<file path="src/rtl/store_buffer.sv">
// store_buffer: byte-masked store FIFO with newest-entry merging and load hazard detection
module store_buffer #(
    parameter int WIDTH      = 32,
    parameter int ADDR_WIDTH = 14,
    parameter int DEPTH      = 4
) (
    input  logic                    clk,
    input  logic                    rst,
    input  logic                    in_valid,
    output logic                    in_ready,
    input  logic [ADDR_WIDTH-1:0]   in_addr,
    input  logic [WIDTH/8-1:0]      in_wea,
    input  logic [WIDTH-1:0]        in_data,
    output logic                    mem_valid,
    input  logic                    mem_ready,
    output logic [ADDR_WIDTH-1:0]   mem_addr,
    output logic [WIDTH/8-1:0]      mem_wea,
    output logic [WIDTH-1:0]        mem_data,
    input  logic                    ld_valid,
    input  logic [ADDR_WIDTH-1:0]   ld_addr,
    output logic                    ld_hazard,
    output logic [$clog2(DEPTH):0]  count,
    output logic                    empty
);
    localparam int PW = $clog2(DEPTH);
    localparam int CW = PW + 1;
    localparam logic [CW-1:0] FULL = CW'(DEPTH);

    logic [ADDR_WIDTH-1:0] addr_q [DEPTH];
    logic [WIDTH/8-1:0]    wea_q  [DEPTH];
    logic [WIDTH-1:0]      data_q [DEPTH];
    logic [PW-1:0]         head, tail, newest;
    logic                  pop, newest_popping, merge_ok, accept, do_push, do_merge, hit;
    logic [WIDTH-1:0]      merged;

    assign newest         = tail - PW'(1);
    assign empty          = (count == '0);
    assign mem_valid      = !empty;
    assign mem_addr       = addr_q[head];
    assign mem_data       = data_q[head];
    assign mem_wea        = mem_valid ? wea_q[head] : '0;
    assign pop            = mem_valid && mem_ready;
    assign newest_popping = pop && (count == CW'(1));
    assign merge_ok       = !empty && (addr_q[newest] == in_addr) && !newest_popping;
    assign in_ready       = (count < FULL) || merge_ok;
    assign accept         = in_valid && in_ready && (in_wea != '0);
    assign do_merge       = accept && merge_ok;
    assign do_push        = accept && !merge_ok;
    assign ld_hazard      = ld_valid && hit;

    // Overlay the incoming enabled lanes onto the newest entry's data
    always_comb begin
        merged = data_q[newest];
        for (int l = 0; l < WIDTH/8; l++)
            if (in_wea[l]) merged[8*l +: 8] = in_data[8*l +: 8];
    end

    // Any occupied slot (distance from head below count) holding the load address
    always_comb begin
        hit = 1'b0;
        for (int i = 0; i < DEPTH; i++)
            if ({1'b0, PW'(PW'(i) - head)} < count && addr_q[i] == ld_addr) hit = 1'b1;
    end

    // FIFO state: pop at head, push at tail, or merge into the newest entry
    always_ff @(posedge clk) begin
        if (rst) begin
            head  <= '0;
            tail  <= '0;
            count <= '0;
            for (int i = 0; i < DEPTH; i++) begin
                addr_q[i] <= '0;
                wea_q[i]  <= '0;
                data_q[i] <= '0;
            end
        end else begin
            if (pop) head <= head + PW'(1);
            if (do_push) begin
                addr_q[tail] <= in_addr;
                wea_q[tail]  <= in_wea;
                data_q[tail] <= in_data;
                tail         <= tail + PW'(1);
            end
            if (do_merge) begin
                wea_q[newest]  <= wea_q[newest] | in_wea;
                data_q[newest] <= merged;
            end
            count <= count + CW'(do_push) - CW'(pop);
        end
    end
endmodule

</file>
<file path="config.mk">
export PLATFORM = sky130hd
export DESIGN_NAME = store_buffer
export DESIGN_NICKNAME = d
export VERILOG_FILES = /design/src/rtl/store_buffer.sv
export SDC_FILE = /design/constraint.sdc
export NUM_CORES = 1
export LEC_CHECK = 0
export ABC_AREA = 1
export CELL_PAD_IN_SITES_DETAIL_PLACEMENT = 0
export CELL_PAD_IN_SITES_GLOBAL_PLACEMENT = 1
export CORE_MARGIN = 2
export CORE_UTILIZATION = 40
export DETAILED_ROUTE_END_ITERATION = 8
export GPL_ROUTABILITY_DRIVEN = 0
export HOLD_SLACK_MARGIN = 0.15
export PLACE_DENSITY = 0.8
export SLEW_MARGIN = 40
export SYNTH_ARGS = -nofsm -noshare
export SYNTH_HDL_FRONTEND = slang
export SYNTH_SLANG_ARGS = --single-unit
</file>
<file path="constraint.sdc">
create_clock -name clk -period 5.6 [get_ports clk]
set_clock_uncertainty 0.1 [all_clocks]
set_input_delay 1.12 -clock clk [delete_from_list [all_inputs] [get_ports clk]]
set_output_delay 1.12 -clock clk [all_outputs]
set_load 0.05 [all_outputs]
</file>
==> metrics.md <==
| Metric | Value |
|---|---|
| CP required | 4.38 ns |
| Grt met1 use | 0.306 |
| CP Cell Sequence | clkdlybuf4s50_1 -> inv_1 -> nand2_1 -> o21ai_0 -> nor4_1 -> nand4_1 -> o31ai_1 -> o21a_1 -> clkdlybuf4s50_1 |
| Clock-pin transition on the worst setup and hold timing paths | 0.06 ns |
| Largest stage delay, worst path | 0.79 ns |
| Sequential area share after synthesis | 0.547 |
| Boundary pin count | 126 |
| DP Wirelength | 22500 µm |
| Pwr dens | 454 mW/mm² |
| Crit share post-route | 0.857 |
| Die width | 172 µm |
| Dpl cells | 1761 |
| Slowest stage cell on the critical path | clkdlybuf4s50_1 |
| HP Class | reg2reg |
| Fin area | 0.0137 mm² |
| Peak Freq | 0.208 GHz |
| CP Max Fanout | 5 |
| Core footprint | 0.0278 mm² |
| Via count | 9394 |
| DRC Markers | 0 |
| Post-Synthesis Mean Instance Area | 8.75 µm² |
| Total congestion overflow | 0 |
| FP Rows | 61 |
| Final setup fails | 0 |
| Post-CTS Hold Buffers | 0 |
| DRT iter0 DRCs | 882 |
| Vias per inst | 5.21 |
| Slew Limit Fails | 0 |
| Non-Filler Instances | 1803 |
| Clock Tree Buf Depth | 3 |
| Post-Syn Area | 0.0113 mm² |
| Leak | 5.52 nW |
| Dpl ws | 0.836 ns |
| Die Ht | 172 µm |
| Grt met2 use | 0.385 |
| Routed WL per cell | 18.4 µm |
| Post-synth EDFFs | 200 |
| Met3 GRT Util | 0.0332 |
| Storage cell area | 0.00619 mm² |
| Most frequent cell on the critical path | clkdlybuf4s50_1 |
| Post-cts gate resize count | 0 |
| Root Buffer | clkbuf_16 |
| Initial antenna violation count | 1 |
| Gr usage total | 0.226 |
| Netlist cell types | 42 |
| Slew @ Worst Pin | 0.760 ns |
| Syn Inst Count | 1293 |
| Final antenna-violating net count | 0 |
| Postcts setup bufs | 0 |
| Vias in the first global route | 9207 |
| Peak VDD IR | 0.286 mV |
| Yosys reg bits | 209 |
| Max-cap violations | 0 |
| Tmin final | 4.80 ns |
| Top_reg_cell synth | edfxtp_1 |
| Post-Route WL | 33200 µm |
| Final core occ | 0.492 |
| Multi-input combinational cell area | 0.00441 mm² |
| Outcome | finished, final reports clean |
| Crit. End Element | output pin |
| Layout area overhead | 20.9% |
| CTS tree | yes |
| IO Port Bufs | 125 |
| Fill cells | 2728 |
| CTS sink count | 209 |
| Critical path arrival | 3.58 ns |
| Clock buffer count from CTS | 23 |
| FFs w/ async S/R, synth | 0 |
| Sum of negative setup slack | 0 ns |
| Final worst slack | 0.803 ns |
| Layout cells sized above 1 | 0.0779 |
| Die ar. | 0.0296 mm² |
| Relative slew slack | 0.493 |
| Nets@finish | 1484 |
| DP Area | 0.0130 mm² |
| Endpoints failing hold | 0 |
| Initial Util | 0.407 |
| CP Launch Type | input port |
| Worst skew pair latency | 0.52 ns |
| Clock H-tree levels | 1 |
| First-pass GRT wire length | 50900 µm |
| Crit Path Category | in2out |
| DRT Pass-1 Iters | 5 |
| RSZ-0062 raised after global routing | no |
| Pin count of the biggest net entering global routing | 99 |
| Ys Warns | 0 |
| GRT Max-Usage Layer | met2 |
| Syn nets | 1369 |
cell families after synthesis:
group,synth area share
AO/OA/AOI/OAI,0.104
AND/OR/NAND/NOR,0.263
buffers and inverters,0.0633
XOR/XNOR,0.0147
adder cells (fa/ha/maj),0.00841
flip-flops,0.547
sequential cells by signal, summed over array words and instances (netlist names), named ones only:
register / flops
head: 2
count: 3
tail: 2
data_q: 128
addr_q: 56
wea_q: 16
synthesized netlist by cell type (all sizes together) (11+ instances only):
cell type	instances	area [µm²]
nand2	263	1050
buf	20	119
xor2	11	96.3
nor2	324	1250
clkbuf	35	131
a21oi	25	129
inv	124	465
o21ai	114	571
edfxtp	200	6010
o22ai	52	325
or2	14	87.6
nand3	43	385
metrics by stage:
step / power [mW] / hold WS (ns)
floorplan: 3.84 / 0.465
global placement: 4.78 / 0.419
detailed placement: 4.79 / 0.428
CTS: 6.24 / 0.443
global route: 6.51 / 0.492
finish: 6.21 / 0.446
routing by layer:
layer  vias to the layer above  wire, µm
met4                         0       492
li1                       4559         -
met2                       385     15900
met3                        38      2870
met1                      4412     13900
met5                         -         0
worst max-delay path: cells and delay by family:
family | cells | cell delay, ns
compound gates | 3 | 0.52
buf+inv | 3 | 1.46
simple gates | 3 | 0.47
area by class of cell:
| cell class | instances | share of cell area |
|---|---|---|
| diodes | 1 | 0.000183 |
| clock buffers | 28 | 0.0435 |
| clock inverters | 13 | 0.00842 |
| inverters | 124 | 0.0340 |
| multi-input cells | 905 | 0.322 |
| flip-flops and latches | 209 | 0.453 |
| well taps | 378 | 0.0346 |
| repair buffers | 145 | 0.104 |
cell usage in the layout (no fill, tap or decap), types with 12 or more instances in the layout:
cell and n:
o22ai_1 52, buf_4 18, clkdlybuf4s50_1 124, o21ai_0 111, inv_1 118, edfxtp_1 200, a21oi_1 24, nand3_1 27
or2_2 14, nand2_1 252, nand3_4 12, clkbuf_16 23, nor2_1 317
report_power, final:
| group | internal [mW] | leakage, nW | switching [mW] | total, mW |
|---|---|---|---|---|
| clock network | 0.845 | 0.346 | 0.602 | 1.45 |
| logic | 0.800 | 3.02 | 1.90 | 2.70 |
| registers | 1.93 | 2.15 | 0.133 | 2.07 |
path summary, 6_finish.rpt:
check | startpoint | to | cells past startpoint | slack (ns)
hold reg to reg | head[0]$_SDFFE_PP0P_ | head[0]$_SDFFE_PP0P_ | 1 | 0.45
setup / recovery | ld_addr[6] | ld_hazard | 9 | 0.80
hold / removal | head[0]$_SDFFE_PP0P_ | head[0]$_SDFFE_PP0P_ | 1 | 0.45
setup reg to reg | tail[0]$_SDFFE_PP0P_ | data_q[0][18]$_SDFFCE_PN0P_ | 16 | 1.45
Power figures use the tool's default switching activity.
==> RTL edit 1 (same flow settings) <==
Change the parameter `DEPTH` from 4 to 8.
--- a/src/rtl/store_buffer.sv
+++ b/src/rtl/store_buffer.sv
@@ -3,5 +3,5 @@
     parameter int WIDTH      = 32,
     parameter int ADDR_WIDTH = 14,
-    parameter int DEPTH      = 4
+    parameter int DEPTH      = 8
 ) (
     input  logic                    clk,
Interface: changed (resized count); port bits go from 126 to 127. No check against the original RTL was run, so the function may have changed too.
==> RTL edit 1 against the unedited design <==
  * Synthesized cell count grew 98%
  * Combinational power grew 81%
  * Sequential cell count grew 204
  * Utilization shrank 2.1 points
  * Highest routed layer unchanged
  * Largest cell class unchanged
  * Worst setup slack lost 0.53 ns
  * Cell area grew 91%
  * Routed wire length grew 120%
  * Die area grew 96%
  * Power grew 90%
  * Area after synthesis grew 98%
  * Clock power grew 110%
  * Critical path depth grew 1
==> RTL edit 1: results <==
drt:
  wirelength_um: 73200
  first_pass_iters: 6
  drt_iter0_markers: 2230
  vias_per_cell: 5.55
power:
  intPower_mw: 6.79
  leakagePower_nw: 10.4
  p_per_area_mw_per_mm2: 452
  ir_worst_vdd_v: 0.000350
critical_path:
  r2r_slack_ns: 0.97
  path_max_fanout: 9
  r2r_cells: 17
global_routing:
  use_met3: 0.0385
  grt_pass1_wl_um: 109000
  gr-usage-met1: 0.325
  antenna_found_initial: 2
  grt_max_degree: 155
  grt_util_all_layers: 0.251
  grt_pass1_vias: 18200
  met2_usage: 0.419
placed_design:
  hpwlAfterDp_um: 48800
  portBuffers: 126
min_path:
  hold_depth: 2
synthesis:
  ys_top_cells_by_count: "nor2_1, nand2_1, edfxtp_1, o21ai_0, inv_1"
  ys_types: 44
  synth.area.top_cells: "edfxtp_1, nor2_1, nand2_1"
  yosysSeqAreaShare: 0.547
  avgSynthCellArea_um2: 8.76
status:
  status: "finished, final reports clean"
layout:
  nNetsFinal: 2725
  drive_above_1_share: 0.0673
  top_regs: "data_q (256), addr_q (112), wea_q (32)"
clock_network:
  h-tree-depth: 2
  numCtsBuffers: 48
sta:
  worst_pin_slew_ns: 0.852
[RTL edit 1: cell families (layout without fill, tap and decap cells)]
family / count (synthesis) / count (layout) / synth area share
xor+xnor: 38 / 38 / 0.0165
buf+inv: 341 / 455 / 0.0614
fa+ha+maj: 22 / 22 / 0.0126
compound gates: 409 / 409 / 0.102
simple gates: 1337 / 1337 / 0.261
flops: 413 / 413 / 0.547
other cells: 0 / 2 / 0
[RTL edit 1: area by class of cell]
cell class	count	area (um2)
Fill cell	5299	29300
Clock buffer	60	1310
Inverter	203	769
Timing Repair Buffer	162	1670
Multi-Input combinational cell	1806	8820
Tap cell	748	936
Antenna cell	2	5.00
Sequential cell	413	12300
Clock inverter	30	258
[RTL edit 1: critical path: cells and delay by family]
| kind | cells | cell delay (ns) |
|---|---|---|
| compound gates | 2 | 0.45 |
| buf+inv | 3 | 1.29 |
| simple gates | 5 | 1.24 |
[RTL edit 1: path summary, 6_finish.rpt]
path                      end  startpoint
setup / recovery    ld_hazard  ld_addr[7]
setup reg to reg  wea_q[2][1]     tail[1]
hold reg to reg       head[0]     head[0]
hold / removal        head[0]     head[0]
[RTL edit 1: per-stage QoR]
| step | setup slack [ns] | hold WS [ns] |
|---|---|---|
| 2_1_floorplan | 1.29 | 0.417 |
| 3_3_place_gp | 0.192 | 0.443 |
| 3_5_place_dp | 0.284 | 0.459 |
| 4_1_cts | 0.290 | 0.470 |
| 5_1_grt | 0.138 | 0.522 |
| 6_report | 0.277 | 0.468 |
[RTL edit 1: metal layers]
metal,vias to the layer above,part of all wire
met5,-,0
met4,0,0.042
met3,191,0.089
met2,964,0.48
met1,9019,0.39
li1,8826,-
==> RTL edit 2 (config.mk and constraints unchanged) <==
Made on the original files. Put one more register stage on the output `count`. The value now appears one clock later. The other outputs are not delayed to match.
--- a/src/rtl/store_buffer.sv
+++ b/src/rtl/store_buffer.sv
@@ -27,4 +27,6 @@
     localparam logic [CW-1:0] FULL = CW'(DEPTH);
 
+    logic [$clog2(DEPTH):0] count_s0;
+
     logic [ADDR_WIDTH-1:0] addr_q [DEPTH];
     logic [WIDTH/8-1:0]    wea_q  [DEPTH];
@@ -35,5 +37,5 @@
 
     assign newest         = tail - PW'(1);
-    assign empty          = (count == '0);
+    assign empty          = (count_s0 == '0);
     assign mem_valid      = !empty;
     assign mem_addr       = addr_q[head];
@@ -41,7 +43,7 @@
     assign mem_wea        = mem_valid ? wea_q[head] : '0;
     assign pop            = mem_valid && mem_ready;
-    assign newest_popping = pop && (count == CW'(1));
+    assign newest_popping = pop && (count_s0 == CW'(1));
     assign merge_ok       = !empty && (addr_q[newest] == in_addr) && !newest_popping;
-    assign in_ready       = (count < FULL) || merge_ok;
+    assign in_ready       = (count_s0 < FULL) || merge_ok;
     assign accept         = in_valid && in_ready && (in_wea != '0);
     assign do_merge       = accept && merge_ok;
@@ -60,5 +62,5 @@
         hit = 1'b0;
         for (int i = 0; i < DEPTH; i++)
-            if ({1'b0, PW'(PW'(i) - head)} < count && addr_q[i] == ld_addr) hit = 1'b1;
+            if ({1'b0, PW'(PW'(i) - head)} < count_s0 && addr_q[i] == ld_addr) hit = 1'b1;
     end
 
@@ -68,5 +70,5 @@
             head  <= '0;
             tail  <= '0;
-            count <= '0;
+            count_s0 <= '0;
             for (int i = 0; i < DEPTH; i++) begin
                 addr_q[i] <= '0;
@@ -86,7 +88,11 @@
                 data_q[newest] <= merged;
             end
-            count <= count + CW'(do_push) - CW'(pop);
+            count_s0 <= count_s0 + CW'(do_push) - CW'(pop);
         end
     end
+    always_ff @(posedge clk) begin
+        count <= count_s0;
+    end
+
 endmodule
 
Formal check against the unedited RTL: not equivalent (a bounded check fails within 4 cycles, from zero or initial values and one cycle with rst high).
==> RTL edit 2 against the unedited design <==
  * Area after synthesis grew 0.53%
  * Utilization grew 0.12 points
  * Global-route usage is 0.19 points lower
  * Power grew 1.1%
  * Sequential share of layout area up 0.22 points
  * Cell area increased by 0.51%
  * Critical endpoint unchanged
  * Routed wire length increased by 2.2%
  * Worst setup slack worse by 0.020 ns
  * Via count grew 1.0%
  * Cell count is 0.28% higher
  * Sequential cell count is 3 higher
==> RTL edit 2: results <==
drt:
  wl_met2_um: 16000
  top_layer: "met4"
  vias: 9491
  wl_per_cell_um: 18.8
  wirelength_um: 33900
  drt_iter0_markers: 779
  wl_met1_um: 14200
  wl_met3_um: 2580
synthesis:
  synthAdderAreaFrac: 0.00836
  synth.area.top_cells: "edfxtp_1, nor2_1, nand2_1"
  synth_edf_count: 200
  yosysSeqAreaShare: 0.549
  synth_nets: 1372
  synth_xor_xnor_area_share: 0.0146
  synth_compound_area_frac: 0.104
  synth.yosys.warnings: 0
  avgSynthCellArea_um2: 8.77
  synth.mux.area_fraction: 0
critical_path:
  critPathArrivalTime_ns: 3.60
global_routing:
  gr-usage-met1: 0.294
  use_met3: 0.0409
  grt_pass1_wl_um: 52300
  met2_usage: 0.372
  grt_util_all_layers: 0.224
  grt_pass1_vias: 9208
power:
  leakagePower_nw: 5.55
  intPower_mw: 3.61
  ir_worst_vdd_v: 0.000291
placed_design:
  hpwlAfterDp_um: 22900
  placed_area_mm2: 0.0130
  dp_cells: 1767
  place_ws_ns: 0.818
layout:
  drive_above_1_share: 0.0798
  nNetsFinal: 1490
  n_fill_cell: 2652
status:
  status: "finished, final reports clean"
sta:
  slew-limit-headroom: 0.456
## RTL edit 2: power by group through the flow
stage	combinational [mW]	sequential (mW)	clock [mW]
5_1_grt	2.92	2.12	1.55
6_report	2.72	2.10	1.46
4_1_cts	2.73	2.10	1.48
2_1_floorplan	1.78	2.09	0
3_5_place_dp	2.72	2.13	0
3_3_place_gp	2.70	2.13	0
## RTL edit 2: final timing paths
| check | from | endpoint | slack, ns | cells after the start |
|---|---|---|---|---|
| worst min-delay path | count_s0[1] | count[1] | 0.29 | 0 |
| worst max-delay path | ld_addr[6] | ld_hazard | 0.78 | 9 |
| worst max register to register | tail[0] | data_q[1][13] | 1.31 | 15 |
| worst min register to register | count_s0[1] | count[1] | 0.29 | 0 |
## RTL edit 2: cell type report
cell class,instances,area (um2),share of cell area
diodes,1,2.50,0.000182
clock buffers,27,591,0.0430
multi-input cells,905,4410,0.321
well taps,378,473,0.0344
clock inverters,13,116,0.00847
flip-flops and latches,212,6250,0.455
repair buffers,148,1440,0.105
inverters,124,467,0.0340
